$ cat config.mk
export PLATFORM = sky130hd
export DESIGN_NAME = lc4_div_sequencer
export DESIGN_NICKNAME = d
export VERILOG_FILES = /design/src/rtl/lc4_alu_pkg.sv /design/src/rtl/lc4_div_step.sv /design/src/rtl/lc4_div_sequencer.sv
export SDC_FILE = /design/constraint.sdc
export NUM_CORES = 1
export LEC_CHECK = 0
export CORE_ASPECT_RATIO = 0.75
export CORE_UTILIZATION = 30
export CTS_CLUSTER_DIAMETER = 60
export CTS_CLUSTER_SIZE = 28
export DETAILED_ROUTE_END_ITERATION = 12
export PLACE_DENSITY = 0.5
export SLEW_MARGIN = 25
export SYNTH_ARGS = -nofsm -noshare
export SYNTH_HDL_FRONTEND = slang
export SYNTH_SLANG_ARGS = --single-unit
$ cat constraint.sdc
create_clock -name clk -period 3 [get_ports clk]
set_clock_uncertainty 0.1 [all_clocks]
set_input_delay 0.45 -clock clk [delete_from_list [all_inputs] [get_ports clk]]
set_output_delay 0.45 -clock clk [all_outputs]
set_load 0.01 [all_outputs]
$ cat src/rtl/lc4_alu_pkg.sv
// Shared LC4 ALU definitions: divider state encoding and the DIV/MOD
// alu_ctl codes so the stall logic and the divider agree on them.
package lc4_alu_pkg;

    typedef enum logic [1:0] {
        IDLE = 2'd0,
        RUN  = 2'd1,
        DONE = 2'd2
    } div_state_t;

    localparam logic [15:0] ALU_CTL_DIV = 16'd3;
    localparam logic [15:0] ALU_CTL_MOD = 16'd4;

endpackage

$ cat src/rtl/lc4_div_step.sv
// One restoring-division iteration: shift the next dividend bit into the
// partial remainder, trial-subtract the divisor, and record the quotient bit.
module lc4_div_step #(
    parameter int WIDTH = 16
) (
    input  logic [WIDTH:0]   r,
    input  logic [WIDTH-1:0] q,
    input  logic [WIDTH-1:0] divisor,
    output logic [WIDTH:0]   r_next,
    output logic [WIDTH-1:0] q_next
);

    logic [WIDTH:0] r_sh;
    logic [WIDTH:0] r_sub;
    logic           ge;

    // Compare and subtract are WIDTH+1 bits wide so a shifted remainder
    // with its top bit set still compares correctly against the divisor.
    // r[WIDTH] is always 0 between steps; folding it into the compare keeps
    // the whole partial remainder observed without changing the result.
    always_comb begin
        r_sh   = {r[WIDTH-1:0], q[WIDTH-1]};
        r_sub  = r_sh - {1'b0, divisor};
        ge     = r[WIDTH] || (r_sh >= {1'b0, divisor});
        r_next = ge ? r_sub : r_sh;
        q_next = {q[WIDTH-2:0], ge};
    end

endmodule

$ cat src/rtl/lc4_div_sequencer.sv
// Iterative unsigned divide/modulo for the LC4 ALU: one quotient bit per
// cycle, results held in dedicated output registers until the next DONE.
module lc4_div_sequencer
    import lc4_alu_pkg::*;
#(
    parameter int WIDTH = 16,
    parameter int ITERS = WIDTH   // must equal WIDTH
) (
    input  logic             clk,
    input  logic             rst,
    input  logic             gwe,
    input  logic             i_start,
    input  logic [WIDTH-1:0] i_dividend,
    input  logic [WIDTH-1:0] i_divisor,
    output logic             o_busy,
    output logic             o_done,
    output logic [WIDTH-1:0] o_quotient,
    output logic [WIDTH-1:0] o_remainder
);

    localparam int CNT_W = (ITERS > 1) ? $clog2(ITERS) : 1;
    localparam logic [CNT_W-1:0] LAST = CNT_W'(ITERS - 1);

    div_state_t       state, state_nxt;
    logic [CNT_W-1:0] cnt;
    logic [WIDTH:0]   r;
    logic [WIDTH-1:0] q;
    logic [WIDTH-1:0] dvs;
    logic [WIDTH:0]   r_step;
    logic [WIDTH-1:0] q_step;
    logic             load;
    logic             zero_div;
    logic             finish;

    lc4_div_step #(.WIDTH(WIDTH)) u_step (
        .r       (r),
        .q       (q),
        .divisor (dvs),
        .r_next  (r_step),
        .q_next  (q_step)
    );

    assign o_busy = (state == RUN);
    assign o_done = (state == DONE);

    // Next-state decode; a start in DONE is taken directly (no IDLE bubble).
    always_comb begin
        state_nxt = state;
        load      = 1'b0;
        zero_div  = 1'b0;
        finish    = 1'b0;
        case (state)
            IDLE, DONE: begin
                if (i_start) begin
                    if (i_divisor != '0) begin
                        state_nxt = RUN;
                        load      = 1'b1;
                    end else begin
                        state_nxt = DONE;
                        zero_div  = 1'b1;
                    end
                end else begin
                    state_nxt = IDLE;
                end
            end
            RUN: begin
                if (cnt == LAST) begin
                    state_nxt = DONE;
                    finish    = 1'b1;
                end
            end
            default: state_nxt = IDLE;
        endcase
    end

    // State register; gwe low freezes everything, including a pending DONE.
    always_ff @(posedge clk) begin
        if (rst)      state <= IDLE;
        else if (gwe) state <= state_nxt;
    end

    // Working registers: load operands on accept, one restoring step per RUN edge.
    always_ff @(posedge clk) begin
        if (rst) begin
            cnt <= '0;
            r   <= '0;
            q   <= '0;
            dvs <= '0;
        end else if (gwe) begin
            if (load) begin
                cnt <= '0;
                r   <= '0;
                q   <= i_dividend;
                dvs <= i_divisor;
            end else if (state == RUN) begin
                cnt <= finish ? '0 : cnt + 1'b1;
                r   <= r_step;
                q   <= q_step;
            end
        end
    end

    // Result registers change only on the edge that enters DONE.
    always_ff @(posedge clk) begin
        if (rst) begin
            o_quotient  <= '0;
            o_remainder <= '0;
        end else if (gwe) begin
            if (finish) begin
                o_quotient  <= q_step;
                o_remainder <= r_step[WIDTH-1:0];
            end else if (zero_div) begin
                o_quotient  <= '0;
                o_remainder <= '0;
            end
        end
    end

endmodule

After elaboration in Yosys (flattened, before gate mapping):

Index checks and enable logic that the tools add are counted.

* register bits after elaboration: 87
* logic and storage cells: 47

* order comparisons: 1
* reductions and logical operators: 10
* $add $sub $neg: 2
* eq/ne operators: 4
* multiplexer cells: 23

Operators by type and width (count)
* 2-to-1 mux 16 bit: 5
* 2-to-1 mux 17 bit: 3
* >= comparator 17 x 16 -> 1 bit: 1
* subtractor 17 x 16 -> 17 bit: 1
* nonzero test 16 bit: 1
* 2-to-1 mux 4 bit: 3
* 2-to-1 mux 1 bit: 8
* AND reduction 2 bit: 4
* 2-to-1 mux 2 bit: 3
* adder 4 x 1 -> 4 bit, second input constant: 1
* equality test 4 bit, second input constant: 1
* case mux 2 bit (2 select lines): 1
* nonzero test 2 bit: 2
* equality test 2 x 1 -> 1 bit, second input constant: 1
* equality test 2 bit, second input constant: 1
* zero test 2 bit: 1
* inequality test 2 x 1 -> 1 bit, second input constant: 1
* OR reduction 2 bit: 1
* logical OR 1 bit: 1

Depth between registers and ports, before layout:

Gate-level depths: netlist of run 1.

* depth in word-level cells: 6
* depth in mapped cells: 10

Hierarchy:

From an unflattened synthesis of run 1, not the netlist that was laid out.

* cells, all modules: 625
* area, all modules: 5126.2 sq um

Modules (own cells, without submodules)
* lc4_div_sequencer: sequential area each 1741.7 sq um, area an instance 3764.9 sq um, cells each 443, times used 1
* lc4_div_step: sequential area each 0.0 sq um, area an instance 1361.3 sq um, cells each 182, times used 1

Worst setup path before layout of run 1:

No wires, ideal clock.

* path kind: reg-to-reg
* start: register dvs[1]
* end: register r[4]
* arrival time: 2.112 ns
* setup slack: 0.666 ns
* clock period less this slack: 2.334 ns
* setup time: 0.122 ns
* stages on the path, launching flop included: 10
* data required time: 2.778 ns
* cell sequence: dfxtp_1 inv_1 ha_1 nor2b_1 o2111ai_2 a21o_1 a221oi_2 buf_4 nor2_1 a221o_1

* longest elaborated chain between the ends: 5
* elaborated cells on any way between the ends: 6

RTL lines
* start: declaration: line lc4_div_sequencer.sv:28 `logic [WIDTH-1:0] dvs;`
* start signal: assignment: line lc4_div_sequencer.sv:94 `dvs <= i_divisor;`
* >= comparator 17 x 16 -> 1 bit: line lc4_div_step.sv:24 `ge = r[WIDTH] || (r_sh >= {1'b0, divisor});`
* logical OR 1 bit: line lc4_div_step.sv:24
* 2-to-1 mux 17 bit (*): line lc4_div_step.sv:25 `r_next = ge ? r_sub : r_sh;`
* 2-to-1 mux 17 bit (*): line lc4_div_sequencer.sv:95 `end else if (state == RUN) begin`
* 2-to-1 mux 17 bit (*): line lc4_div_sequencer.sv:90 `if (load) begin`
* end signal: assignment: line lc4_div_sequencer.sv:97 `r <= r_step;`
* end: declaration: line lc4_div_sequencer.sv:26 `logic [WIDTH:0] r;`

Mark *: on every way between the ends. The rest lies on a longest branch, timed or not. The select of a mux whose other input is x is not followed.
A chain may end at the register's enable or synchronous reset.

Worst setup path in the final report of run 1:

Same ends and word-level chain as after synthesis.

==> results of run 1 <==
## layout make-up
| class | count | area share [%] |
|---|---|---|
| multi-input cells | 411 | 44.1 |
| repair buffers | 96 | 15.3 |
| flip-flops and latches | 87 | 29.6 |
| clock inverters | 6 | 1.42 |
| inverters | 20 | 1.27 |
| well taps | 200 | 4.25 |
| clock buffers | 10 | 4.06 |
## metrics by stage
stage | setup WS [ns] | cells | hold slack, ns | instance area (µm²) | total power [mW]
2_1_floorplan | 0.666 | 554 | 0.319 | 4550 | 2.55
3_3_place_gp | 0.258 | 814 | 0.344 | 5570 | 3.10
3_5_place_dp | 0.273 | 814 | 0.345 | 5570 | 3.10
4_1_cts | 0.307 | 830 | 0.356 | 5890 | 4.34
5_1_grt | 0.135 | 830 | 0.373 | 5890 | 4.58
6_report | 0.300 | 830 | 0.352 | 5890 | 4.32
## power groups by stage
stage / Sequential [mW] / Clock, mW / Combinational (mW)
floorplan: 1.29 / 0 / 1.26
global placement: 1.31 / 0 / 1.79
detailed placement: 1.31 / 0 / 1.79
CTS: 1.29 / 1.26 / 1.79
global route: 1.29 / 1.31 / 1.98
finish: 1.28 / 1.22 / 1.81
## worst max-delay path, stage by stage, from the launching register on
cell and delay [ns]:
dfxtp_1 0.33, inv_1 0.07, ha_1 0.28, nor2b_1 0.21
o2111ai_2 0.25, a21o_1 0.29, a221oi_2 0.29, buf_4 0.31
nor2_1 0.13, a221o_1 0.32
## cells by family (layout without fill, tap and decap cells)
kind of cell | after synthesis | count (layout) | share of synthesized area, %
AO/OA/AOI/OAI | 157 | 157 | 24.8
XOR/XNOR | 9 | 9 | 1.73
adder cells (fa/ha/maj) | 18 | 18 | 5.11
buffers and inverters | 56 | 132 | 5.00
flip-flops | 87 | 87 | 38.2
multiplexers | 15 | 15 | 3.30
AND/OR/NAND/NOR | 212 | 212 | 21.8
## state kept, by name (all words and copies together) (netlist names)
| register | cells |
|---|---|
| q | 16 |
| r | 17 |
| o_quotient | 16 |
| state | 2 |
| o_remainder | 16 |
| cnt | 4 |
| dvs | 16 |
## metal layers
metal,GRT usage [%],share of wire (%)
met5,0,0
met4,3.46,0.77
met3,5.09,4.0
met2,26.2,42
met1,26.4,53
## worst paths after layout
| check | start | end |
|---|---|---|
| worst max-delay path | dvs[1]$_SDFFE_PP0P_ | r[4]$_SDFFE_PP0P_ |
| worst min-delay path | r[16]$_SDFFE_PP0P_ | r[16]$_SDFFE_PP0P_ |
| worst max register to register | dvs[1]$_SDFFE_PP0P_ | r[4]$_SDFFE_PP0P_ |
| worst min register to register | r[16]$_SDFFE_PP0P_ | r[16]$_SDFFE_PP0P_ |
## layout by cell type, fill, tap and decap left out, types with 4 or more instances in the layout
cell             Yosys  final
a211oi_1            18     18
a21o_1               6      6
a21oi_1             37     37
a22oi_1             18     18
a32o_1               6      6
and3_1               4      4
buf_4                2     26
clkbuf_16            0      9
clkdlybuf4s50_1      0     68
dfxtp_1             87     87
ha_1                17     17
inv_1               19     19
mux2i_1             15     15
nand2_1             86     86
nand3_1             12     12
nand4_1             20     20
nor2_1              46     46
nor2b_1              4      4
nor3_1               8      7
nor4_1               7      7
o2111ai_1            6      6
o211ai_1            20     20
o21ai_0              7      7
o21ai_1              7      7
o31ai_1              8      8
or3_1                6      6
xor2_1               6      6
==> results.json, run 1 <==
{
  "vias": 4299,
  "synth.distinct_cells": 58,
  "synth-edff-count": 0,
  "seqPwrFrac_pct": 29.8,
  "powerDensity_nw_per_um2": 733,
  "synth_flop_cell": "dfxtp_1",
  "syn-mean-instance-area_um2": 8.22,
  "coreArea_um2": 14600,
  "cts-root-buf": "clkbuf_16",
  "grt_overflow": 0,
  "numCtsBuffers": 9,
  "grt_pass1_wl_um": 21400,
  "htreeDepth": 3,
  "ys_ff_latch": 87,
  "ioPinCount": 70,
  "p_clk_share_pct": 28.3,
  "setup_viol": 0,
  "rsz0062_at_grt": "false",
  "multi_input_area_um2": 2600,
  "drc_errors": 0,
  "synth_cells": 554,
  "hold_viol_final": 0,
  "routabilityCongestion": 0.847,
  "seqCellArea_um2": 1740,
  "start_util_pct": 31.1,
  "async_flop_share_pct": 0,
  "ys_warn_count": 0,
  "cts_num_sinks": 87,
  "drtIter0Drc": 296,
  "final.setup.tns_ns": 0,
  "wl_per_cell_um": 16.3,
  "fin_crit_sh_pct": 90.0,
  "clk_pin_slew_ns": 0.06,
  "period_minus_slack_ns": 2.70,
  "grt_max_degree": 42,
  "p_sw_mw": 1.71,
  "cp.arrival_ns": 2.84,
  "synth_most_common_cell": "dfxtp_1",
  "holdPathStages": 2,
  "final_util_pct": 40.2,
  "cap_violations": 0,
  "via_per_inst": 5.18,
  "synth-seq-area-share_pct": 38.2,
  "routed_wl_um": 13500,
  "worst_pin_slew_ns": 0.827,
  "crit_type": "reg2reg",
  "path_max_fanout": 20,
  "place.port_buffers": 69,
  "nets": 679,
  "end_kind": "register",
  "cts_resized": 0,
  "p_sw_share_pct": 39.6,
  "maxSlewViolCount": 0,
  "fill_cells": 1554,
  "irDropWorstVdd_mv": 0.356,
  "synth_top_area_share_pct": 38.2,
  "cp.required_ns": 3.14,
  "synth_nets": 608,
  "intPower_mw": 2.61,
  "grt_pass1_vias": 4019,
  "synth_area_um2": 4550,
  "drive_gt1_share_pct": 8.89,
  "ant_nets": 0,
  "reg2reg_slack_ns": 0.30,
  "max_freq_ghz": 0.370,
  "antenna_found_initial": 0,
  "antennaDiodeCount": 0,
  "startpoint_type": "register",
  "cts_tree": "built",
  "power_frac_comb_pct": 41.9,
  "relSlewSlack_pct": 44.8,
  "dieWidth_um": 144,
  "fp.dieH_um": 109,
  "reg2reg_depth": 9,
  "fp.dieArea_um2": 15700,
  "outcome": "finished, final reports clean",
  "syn_to_final_growth_pct": 29.4,
  "clockBufferDepth": 2,
  "power.leakage_nw": 2.18,
  "dp_hpwl_um": 10000,
  "clk_latency_ns": 0.35,
  "firstDrtPassIters": 5,
  "ctsHoldBuffers": 0,
  "rows": 38,
  "hp-class": "reg2reg",
  "grt_usage_pct": 18.1,
  "synth.area.top_cells": "dfxtp_1 38%, nand2_1 7.1%, ha_1 4.7%",
  "cts_setup_buffers": 0,
  "post-synth-top-area-cell": "dfxtp_1",
  "synthTopCellsByCount": "87 x dfxtp_1, 86 x nand2_1, 46 x nor2_1"
}
No activity file was read; power rests on OpenSTA's default activity.
==> run 2, diff against run 1 <==
Settings changed: TNS_END_PERCENT set to 10.
==> results of run 2 <==
Same layout as run 1: the final DEF is identical, and so are final timing and power.
